[config.mk]
export PLATFORM = sky130hd
export DESIGN_NAME = fetch_unit
export DESIGN_NICKNAME = d
export VERILOG_FILES = /design/src/rtl/fetch_unit.sv
export SDC_FILE = /design/constraint.sdc
export NUM_CORES = 1
export LEC_CHECK = 0
export BUFFER_PORTS_ARGS = -buffer_cell sky130_fd_sc_hd__buf_2
export CORE_ASPECT_RATIO = 2
export CORE_MARGIN = 8
export CORE_UTILIZATION = 30
export DETAILED_ROUTE_END_ITERATION = 16
export MAX_ROUTING_LAYER = met4
export PLACE_DENSITY_LB_ADDON = 0.08
export SLEW_MARGIN = 20
export SYNTH_ARGS = -nofsm -noshare
export SYNTH_HDL_FRONTEND = slang
export SYNTH_SLANG_ARGS = --single-unit
[constraint.sdc]
create_clock -name clk -period 3.5 [get_ports clk]
set_clock_uncertainty 0.2 [all_clocks]
set_input_delay 0.35 -clock clk [delete_from_list [all_inputs] [get_ports clk]]
set_output_delay 0.35 -clock clk [all_outputs]
set_load 0.01 [all_outputs]
[src/rtl/fetch_unit.sv]
// Instruction fetch stage: drives the PC register, issues one outstanding imem
// fetch at a time and holds the returned instruction until decode takes it.
module fetch_unit #(
    parameter logic [31:0] RESET_PC = 32'h0000_0000,
    parameter logic [31:0] NOP_INST = 32'h0000_0013
) (
    input  logic        clk,
    input  logic        reset,
    input  logic [31:0] pc,
    output logic [31:0] pc_next,
    output logic        imem_req_valid,
    output logic [31:0] imem_req_addr,
    input  logic        imem_req_ready,
    input  logic        imem_rsp_valid,
    input  logic [31:0] imem_rsp_data,
    input  logic        redirect_valid,
    input  logic [31:0] redirect_pc,
    output logic        inst_valid,
    output logic [31:0] inst,
    output logic [31:0] inst_pc,
    input  logic        inst_ready
);

    typedef enum logic [1:0] {
        S_IDLE,
        S_REQ,
        S_WAIT,
        S_HOLD
    } state_t;

    state_t      state_q, state_d;
    logic        kill_q, kill_d;
    logic [31:0] req_pc_q, req_pc_d;
    logic [31:0] inst_q, inst_d;
    logic [31:0] inst_pc_q, inst_pc_d;
    logic        inst_valid_q, inst_valid_d;
    logic [31:0] redirect_target;

    assign redirect_target = redirect_pc & 32'hFFFF_FFFC;

    always_comb begin
        state_d        = state_q;
        kill_d         = kill_q;
        req_pc_d       = req_pc_q;
        inst_d         = inst_q;
        inst_pc_d      = inst_pc_q;
        pc_next        = pc;
        imem_req_valid = 1'b0;

        case (state_q)
            S_IDLE: begin
                pc_next = RESET_PC;
                state_d = S_REQ;
            end
            S_REQ: begin
                if (redirect_valid) begin
                    pc_next = redirect_target;
                end else begin
                    imem_req_valid = 1'b1;
                    if (imem_req_ready) begin
                        req_pc_d = pc;
                        pc_next  = pc + 32'd4;
                        state_d  = S_WAIT;
                    end
                end
            end
            S_WAIT: begin
                if (redirect_valid) begin
                    pc_next = redirect_target;
                    kill_d  = 1'b1;
                end
                // A redirect landing with the response also kills that response.
                if (imem_rsp_valid) begin
                    if (kill_q || redirect_valid) begin
                        kill_d  = 1'b0;
                        state_d = S_REQ;
                    end else begin
                        inst_d    = imem_rsp_data;
                        inst_pc_d = req_pc_q;
                        state_d   = S_HOLD;
                    end
                end
            end
            S_HOLD: begin
                if (redirect_valid) begin
                    pc_next = redirect_target;
                    state_d = S_REQ;
                end else if (inst_ready) begin
                    state_d = S_REQ;
                end
            end
            default: begin
                state_d = S_IDLE;
            end
        endcase

        inst_valid_d = (state_d == S_HOLD);
    end

    always_ff @(posedge clk or posedge reset) begin
        if (reset) begin
            state_q      <= S_IDLE;
            kill_q       <= 1'b0;
            req_pc_q     <= 32'h0;
            inst_q       <= NOP_INST;
            inst_pc_q    <= 32'h0;
            inst_valid_q <= 1'b0;
        end else begin
            state_q      <= state_d;
            kill_q       <= kill_d;
            req_pc_q     <= req_pc_d;
            inst_q       <= inst_d;
            inst_pc_q    <= inst_pc_d;
            inst_valid_q <= inst_valid_d;
        end
    end

    assign imem_req_addr = pc;
    assign inst_valid    = inst_valid_q;
    assign inst          = inst_q;
    assign inst_pc       = inst_pc_q;

endmodule

-- Word-level counts from Yosys, hierarchy flattened
Index checks and enable logic that the tools add are counted.
- input bits: 102
- register bits after elaboration: 100
- output and inout bits: 130
- reductions and logical operators: 5
- add/sub/neg operators: 1
- mux-type cells: 16
- equal/unequal tests: 4
- bitwise operators: 2
- operator list (operator ; number):
    32-bit two-way mux ; 3
    32-bit case mux with 3 select lines ; 1
    32-bit by 3-bit adder with 32-bit output (second input constant) ; 1
    2-bit two-way mux ; 6
    2-bit case mux with 4 select lines ; 1
    2-bit equality test (second input constant) ; 3
    3-bit AND reduction ; 2
    1-bit two-way mux ; 5
    2-bit by 1-bit equality test with 1-bit output (second input constant) ; 1
    2-bit logical NOT ; 1
    1-bit inverter ; 2
    2-bit OR reduction ; 1
    1-bit logical OR ; 1

-- Logic depth before layout (Yosys ltp)
Gate-level depths: netlist (run 1).
- word-level depth: 5
- mapped depth: 8

-- Least setup slack after synthesis (run 1)
OpenSTA, ideal clock, no wires.
- path kind: reg-to-output
- start: register state_q[1]
- end: output port pc_next[28]
- slack: 1315 ps
- cell stages (with the launch flop): 7
- arrival: 1635 ps
- path through: dfrtp_1 > and3b_1 > buf_2 > nand2_2 > nor4_2 > a311oi_1 > a211oi_1
- cells in the longest elaborated chain, start to end: 3
- elaborated cells between the ends (all ways): 6
- ends and longest elaborated chain (what ; RTL line ; text):
    from (decl) ; 31 ; state_t state_q, state_d;
    from (signal assigned) ; 109 ; state_q <= state_d;
    2-bit equality test ; 50 ; case (state_q)
    2-bit OR reduction (no line) ; n/a ;
    32-bit case mux with 3 select lines (*) ; 50 ;
    to (decl) ; 10 ; output logic [31:0] pc_next,
Mark *: on every way between the ends. The rest lies on a longest branch, timed or not.

-- Worst setup path after layout (run 1)
- start: register state_q[0]
- end: output port pc_next[28]
Same word-level chain as after synthesis.

==> flow_summary.ini, run 1 <==
[yosys]
synth_nets = 543
synth_warnings = 0
postSynth.asyncResetShare = 1.000
synth-seq-cells = 100
yosysTopAreaCell = dfrtp_1
synth_edf_count = 0
synth.distinct_cells = 49
synth_top_family_by_area = multiplexers
synth_xor_area_frac = 0.03410
synth-compound-area-share = 0.06844
synthSimpleGateAreaFrac = 0.1157
netlist_area_mm2 = 0.005137
yosys-top-cells-count = dfrtp_1, mux2_2, buf_4
synthMostInstantiatedCell = dfrtp_1
synth_fa_ha_area_frac = 0.002435
synth-seq-area-share = 0.4878
synth.area.mux_share = 0.2124
yosysTopAreaCellShare = 0.4725
synth_area_leaders = dfrtp_1, mux2_2, buf_4
postSynthAreaPerCell_um2 = 11.68
syn_inst = 440
synthFlopType = dfrtp_1

[worst_setup_path]
reg2reg_to = inst[9]
cp-start-kind = flop
r2r_start = state_q[0]
crit_type = flop to output pin
endpoint_kind = output pin
worst_r2r_path_depth = 4
reg2reg_slack_ns = 1.14
cp_data_arrival_time_ns = 2.33
critPathRequiredTime_ns = 2.95
path_max_fanout = 28

[timing]
period_share = 0.8234
rsz0062_at_grt = false
max_clock_freq_mhz = 347.0
maxSlewViolCount = 0
finalHoldViolations = 0
finalSetupViolCount = 0
tightest_slew_ns = 0.6297
tns_ns = 0
fin_crit_ns = 2.882
relSlewSlack = 0.5802

[layout]
drive_gt1_frac = 0.5804
seq_area_mm2 = 0.002506
area_delta_synth_final_pct = 28.35
final_net_count = 732
fin_cells = 842
fill_cells = 1711
multi_input_area_mm2 = 0.002238

[global_route]
grt-ovfl-total = 0
grt_max_degree = 56
grt_pass1_wl_um = 25120
grt_usage = 0.1563
antenna_found_initial = 0
grt_pass1_vias = 4364

[placed_design]
dp.cells = 824
io_buffers = 229
place_hpwl_um = 12500
routabilityCongestion = 0.7277

[clock_network]
htree_levels = 3
clk_latency_ns = 0.34
cts_tree = yes
cts_resized = 0
cts_made_buffers = 9
clk_pin_slew_ns = 0.07
cts-root-buf = clkbuf_16
cts_buffer_depth = 2
clkSinkCount = 100
post_cts_buffers = 0

[power_and_ir_drop]
power_density_mw_per_mm2 = 573.7
peakVddDrop_uv = 264.6
leakagePower_nw = 3.337

[route]
route.detailed.drc = 0
drt.antenna.violating_nets = 0
wirelength_um = 16180
vias_per_cell = 4.789
wl_per_cell_um = 19.22
dr.first_iter.drc_count = 127
dr.pass1.iters = 4
vias = 4032

[die]
dieArea_mm2 = 0.02182
pin_count = 232
row_count = 67
initial_core_util = 0.3064
core_area_mm2 = 0.01677
die_h_um = 201.1
die_w_um = 108.5

[hold_path]
hold_start = imem_rsp_data[27]
holdPathStages = 2
hp-class = input port to flop
hold_path_end = inst[27]

[outcome]
status = finished, final reports clean

[flow_run]
max_cap_violations = 0
what timing repair did:
| action | 4_1_cts | 5_1_grt |
|---|---|---|
| endpoints found under the hold margin | 46 | 0 |
| hold buffers | 1 | 0 |
| setup endpoints to repair | 0 | 0 |
cell families after synthesis:
| logic type | after synthesis |
|---|---|
| adder cells (fa/ha/maj) | 1 |
| multiplexers | 97 |
| AO/OA/AOI/OAI | 65 |
| buffers and inverters | 65 |
| AND/OR/NAND/NOR | 92 |
| flip-flops | 100 |
| XOR/XNOR | 20 |
power by group:
group          switching, mW  internal [mW]  total [mW]  leakage [nW]
combinational          0.523          0.532        1.06          1.91
sequential             0.156           1.50        1.65          1.27
clock                  0.429          0.647        1.08         0.157
total                   1.11           2.67        3.78          3.34
worst max-delay path, stage by stage, from the launching register on:
cell and delay, ns:
dfrtp_1 0.58, or2_2 0.60, and3_1 0.29, a311oi_1 0.25, a211oi_1 0.09, buf_2 0.17
layout make-up:
type | count | area share
diodes | 1 | 0.0003795
clock buffers | 12 | 0.03738
well taps | 207 | 0.03928
clock inverters | 4 | 0.01120
inverters | 7 | 0.004364
multi-input cells | 275 | 0.3395
repair buffers | 236 | 0.1879
flip-flops and latches | 100 | 0.3801
cell usage in the layout, fill, tap and decap left out, types with 4 or more instances in the layout:
| master | count |
|---|---|
| a21oi_1 | 26 |
| a31oi_1 | 4 |
| and3_1 | 5 |
| and4_1 | 5 |
| buf_2 | 229 |
| clkbuf_16 | 9 |
| dfrtp_1 | 97 |
| inv_1 | 5 |
| mux2_2 | 96 |
| nand2_1 | 14 |
| nand3_1 | 12 |
| nor2_1 | 15 |
| nor3_1 | 4 |
| nor4_2 | 4 |
| o21ai_0 | 29 |
| xnor2_1 | 19 |
per-layer routing:
layer	routed length [um]	up-vias	track usage
met4	262	0	0.05465
met3	1037	13	0.03408
met5	0	-	-
met1	5886	1971	0.1621
met2	8998	140	0.2784
li1	-	1908	-
registers in the layout, indices dropped and copies added (netlist names):
name	flops
inst	32
inst_pc	32
req_pc_q	32
state_q	2
inst_valid	1
kill_q	1
how the worst max path moves through the flow:
| stage | from | end | slack, ns |
|---|---|---|---|
| 2_1_floorplan | reset | inst[10] | 0.34 |
| 3_3_place_gp | pc[2] | pc_next[28] | 0.71 |
| 3_5_place_dp | pc[2] | pc_next[28] | 0.75 |
| 4_1_cts | state_q[0] | pc_next[28] | 0.56 |
| 5_1_grt | state_q[1] | pc_next[28] | 0.39 |
| 6_report | state_q[0] | pc_next[28] | 0.62 |
per-stage QoR:
step	cell area, um2	total power [mW]	setup WS [ns]	hold WS [ns]	utilization
2_1_floorplan	5137	2.264	0.3362	0.2357	-
3_3_place_gp	6261	2.733	0.7096	0.2721	0.3734
3_5_place_dp	6261	2.761	0.7509	0.2877	0.3734
4_1_cts	6591	3.870	0.5558	0.007344	0.3931
5_1_grt	6591	4.019	0.3888	0.007493	0.3931
6_report	6594	3.783	0.6181	0.02899	0.3933
No activity file was read; power rests on OpenSTA's default activity.
==> inputs of run 2 (changes only) <==
clock period = 2.8 ns   (was 3.5 ns; I/O delays follow)
==> run 2 against run 1 <==
Against the previous run:
- critical path depth increased by 1
- utilization increased by 2.5 points
- total power increased by 25%
- clock-buffer cell count increased by 1
- largest cell class unchanged
- largest power group unchanged
==> flow_summary.ini, run 2 (synthesis results as in run 1) <==
[outcome]
status = finished, final reports clean

[power_and_ir_drop]
p_int_mw = 3.320
power_density_mw_per_mm2 = 673.2
peakVddDrop_uv = 340.3
switching_share = 0.2963
p_clk_frac = 0.271
p_switching_mw = 1.398
leakagePower_nw = 3.515
pwr-share-seq = 0.437
power_mw = 4.717
comb_power_share = 0.292

[clock_network]
cts_tree = yes
cts_made_buffers = 9
clk_latency_ns = 0.35
clkSinkCount = 100
post_cts_buffers = 0
cts-root-buf = clkbuf_16
cts_buffer_depth = 2
htree_levels = 3
clk_pin_slew_ns = 0.07

[global_route]
antenna_found_initial = 1
grt_pass1_vias = 4475
grt-ovfl-total = 0
grt_pass1_wl_um = 25490
grt_max_degree = 56
grt_usage = 0.1588

[placed_design]
place_area_mm2 = 0.006332
dp.cells = 835
place_ws_ns = 0.3439
io_buffers = 229
place_hpwl_um = 12970
routabilityCongestion = 0.7324

[worst_setup_path]
crit_type = flop to output pin
crit_family = simple AND/OR/NAND/NOR gates
cp_data_arrival_time_ns = 2.14
path_cells = and4b_2 -> nand4_4 -> nor4_2 -> xnor2_1 -> a21oi_1 -> buf_2
critPathRequiredTime_ns = 2.32
path_max_fanout = 9
endpoint_kind = output pin
crit_path_top_delay_cell = dfrtp_1
reg2reg_slack_ns = 0.83
cp-start-kind = flop
slowest_delay_ns = 0.41
critPathBufInv = 1

[timing]
maxSlewViolCount = 0
rsz0062_at_grt = false
setup_ws_ns = 0.1823
tightest_slew_ns = 0.6021
max_clock_freq_mhz = 382.0
hold_slack_ns = 0.02692
tns_ns = 0
finalSetupViolCount = 0
period_share = 0.9349
finalHoldViolations = 0
fin_crit_ns = 2.618
relSlewSlack = 0.5977

[layout]
fin_cells = 888
layout_commonest_cell = buf_2
final_net_count = 778
utilization = 0.4180
layout_common_cells = buf_2, dfrtp_1, mux2_2, dlygate4sd3_1, o21ai_0
area_delta_synth_final_pct = 36.41
drive_gt1_frac = 0.5588
fin_area_mm2 = 0.007008

[route]
drt.antenna.violating_nets = 0
wl_per_cell_um = 18.82
vias_per_cell = 4.743
dr.pass1.iters = 4
wirelength_um = 16710
route.detailed.drc = 0
vias = 4212
dr.first_iter.drc_count = 93

[hold_path]
hp-class = input port to flop

[die]
pin_count = 232
dieArea_mm2 = 0.02182
row_count = 67
die_h_um = 201.1
die_w_um = 108.5
core_area_mm2 = 0.01677
initial_core_util = 0.3064

[flow_run]
max_cap_violations = 0
[run 2: layout make-up]
class	count	area [um2]
fillers	1682	9758
flip-flops and latches	100	2506
multi-input cells	275	2245
repair buffers	282	1659
clock buffers	13	260.3
well taps	207	259.0
clock inverters	3	46.29
inverters	7	30.03
diodes	1	2.502
[run 2: final timing paths]
path	start	end	cells past startpoint
worst max-delay path	state_q[1]	pc_next[29]	6
worst min-delay path	pc[31]	req_pc_q[31]	2
worst max register to register	state_q[0]	inst_pc[15]	5
worst min register to register	inst[2]	inst[2]	1
max in group asynchronous	reset	inst[1]	4
min in group asynchronous	reset	inst[5]	3
[run 2: repair_timing]
| item | 4_1_cts | 5_1_grt |
|---|---|---|
| resized for setup | 0 | 2 |
| hold buffers | 36 | 0 |
| hold endpoints to repair | 59 | 0 |
| endpoints found under the setup margin | 0 | 3 |
[run 2: routing by layer]
| layer | wire [um] | vias to the layer above | global-route usage |
|---|---|---|---|
| met5 | 0 | - | - |
| met4 | 249 | 0 | 0.05465 |
| met3 | 1004 | 13 | 0.03312 |
| met2 | 9483 | 132 | 0.2920 |
| met1 | 5976 | 2072 | 0.1579 |
| li1 | - | 1995 | - |
[run 2: power groups by stage]
stage	Sequential, mW	Clock, mW	Combinational [mW]
after floorplan	2.20	0	0.626
after global placement	2.07	0	1.36
after detailed placement	2.09	0	1.38
after CTS	2.07	1.33	1.42
after global routing	2.13	1.38	1.51
final	2.06	1.28	1.38
[run 2: worst reg2reg max path: stages, from the launching register on]
cell     delay, ns
dfrtp_1       0.34
buf_4         0.20
and2b_1       0.26
nand3_4       0.11
buf_4         0.34
mux2_2        0.41
==> inputs of run 3 (changes only) <==
CORE_ASPECT_RATIO = 1.2   (was 2)
==> run 3 against run 2 <==
Against the previous run:
- die area down 1.1%
- clock power down 5%
- total power is 1.9% lower
==> flow_summary.ini, run 3 (synthesis results as in run 1) <==
[die]
die_h_um = 159.4
initial_core_util = 0.3049
core_area_mm2 = 0.01685
row_count = 52
die_w_um = 135.5
dieArea_mm2 = 0.02159
pin_count = 232

[power_and_ir_drop]
p_int_mw = 3.189
p_clk_frac = 0.263
leakagePower_nw = 3.471
pwr-share-seq = 0.443
power_density_mw_per_mm2 = 667.3
peakVddDrop_uv = 255.0
comb_power_share = 0.294
switching_share = 0.3111
p_switching_mw = 1.440

[timing]
max_clock_freq_mhz = 383.7
finalHoldViolations = 0
setup_ws_ns = 0.1938
finalSetupViolCount = 0
fin_crit_ns = 2.606
period_share = 0.9308
rsz0062_at_grt = false
tightest_slew_ns = 0.5481
tns_ns = 0
maxSlewViolCount = 0
relSlewSlack = 0.6346

[worst_setup_path]
cp-start-kind = flop
critPathRequiredTime_ns = 2.32
critPathBufInv = 1
crit_path_top_delay_cell = dfrtp_1
path_max_fanout = 7
crit_family = simple AND/OR/NAND/NOR gates
worst_r2r_path_depth = 5
crit_type = flop to output pin
cp_data_arrival_time_ns = 2.13
crit_cells = 6
slowest_delay_ns = 0.40
path_cells = and3b_2 -> nand2_2 -> nor4_2 -> a311oi_1 -> a211oi_1 -> buf_2
endpoint_kind = output pin

[clock_network]
cts_buffer_depth = 2
post_cts_buffers = 0
clkSinkCount = 100
cts_made_buffers = 9
cts_tree = yes
clk_pin_slew_ns = 0.07
htree_levels = 3
clk_latency_ns = 0.35
cts-root-buf = clkbuf_16

[layout]
multi_input_area_mm2 = 0.002241
layout_commonest_cell = buf_2
antenna_cells = 0
layout_common_cells = buf_2, dfrtp_1, mux2_2, dlygate4sd3_1, o21ai_0
drive_gt1_frac = 0.5572
fill_cells = 1687
area_delta_synth_final_pct = 35.02
final_net_count = 771
fin_area_mm2 = 0.006937
seq_area_mm2 = 0.002506

[placed_design]
place_hpwl_um = 12030
place_area_mm2 = 0.006299
routabilityCongestion = 0.7426
place_ws_ns = 0.2909
io_buffers = 229

[global_route]
antenna_found_initial = 0
grt_usage = 0.1525
grt_max_degree = 101
grt_pass1_vias = 4511
grt_pass1_wl_um = 24970
grt-ovfl-total = 0

[flow_run]
max_cap_violations = 0

[route]
dr.pass1.iters = 4
vias_per_cell = 4.703
route.detailed.drc = 0
vias = 4181
wl_per_cell_um = 18.01
wirelength_um = 16020
drt.antenna.violating_nets = 0
dr.first_iter.drc_count = 166

[hold_path]
hp-class = input port to flop
holdPathStages = 2

[outcome]
status = finished, final reports clean
## run 3: changes by cell type in the layout (fill, tap and decap cells not counted), sizes merged
cell / delta
diode: -1
clkbuf: -3
buf: -6
inv: +2
clkinv: +2
dlygate4sd3: -1
bufinv: -1
## run 3: area by class of cell
type / instances / area share
Sequential cell: 100 / 0.3613
Multi-Input combinational cell: 275 / 0.3231
Timing Repair Buffer: 275 / 0.2312
Tap cell: 216 / 0.03896
Clock buffer: 10 / 0.03301
Clock inverter: 6 / 0.008117
Inverter: 7 / 0.004329
## run 3: through the flow
step | hold slack, ns | cells | util | power (mW)
2_1_floorplan | 0.1657 | 440 | - | 2.831
3_3_place_gp | 0.2802 | 838 | 0.3738 | 3.408
3_5_place_dp | 0.2875 | 838 | 0.3738 | 3.451
4_1_cts | 0.003135 | 889 | 0.4115 | 4.741
5_1_grt | 0.02573 | 889 | 0.4116 | 4.942
6_report | 0.02425 | 889 | 0.4116 | 4.629
## run 3: worst paths after layout
path	from	end	slack [ns]
max	state_q[1]	pc_next[28]	0.19
min	pc[1]	req_pc_q[1]	0.02
max reg2reg	state_q[1]	inst_pc[21]	0.65
min reg2reg	inst_pc[5]	inst_pc[5]	0.30
max in group asynchronous	reset	inst_pc[20]	1.54
min in group asynchronous	reset	inst[3]	0.44
## run 3: routing by layer
| metal | part of all wire | global-route usage | up-vias | routed length (um) |
|---|---|---|---|---|
| met1 | 0.42 | 0.1799 | 2020 | 6648 |
| met3 | 0.067 | 0.03346 | 15 | 1077 |
| li1 | - | - | 1985 | - |
| met5 | 0 | - | - | 0 |
| met2 | 0.50 | 0.2505 | 161 | 8049 |
| met4 | 0.015 | 0.05159 | 0 | 240 |
## run 3: power groups by stage
stage | Clock, mW | Sequential, mW | Combinational, mW
2_1_floorplan | 0 | 2.20 | 0.626
3_3_place_gp | 0 | 2.06 | 1.34
3_5_place_dp | 0 | 2.09 | 1.36
4_1_cts | 1.28 | 2.06 | 1.40
5_1_grt | 1.33 | 2.11 | 1.50
6_report | 1.22 | 2.05 | 1.36
## run 3: timing repair
action	CTS	global route
endpoints found under the hold margin	131	0
hold buffers	35	0
gates resized for setup	0	2
setup endpoints to repair	0	3
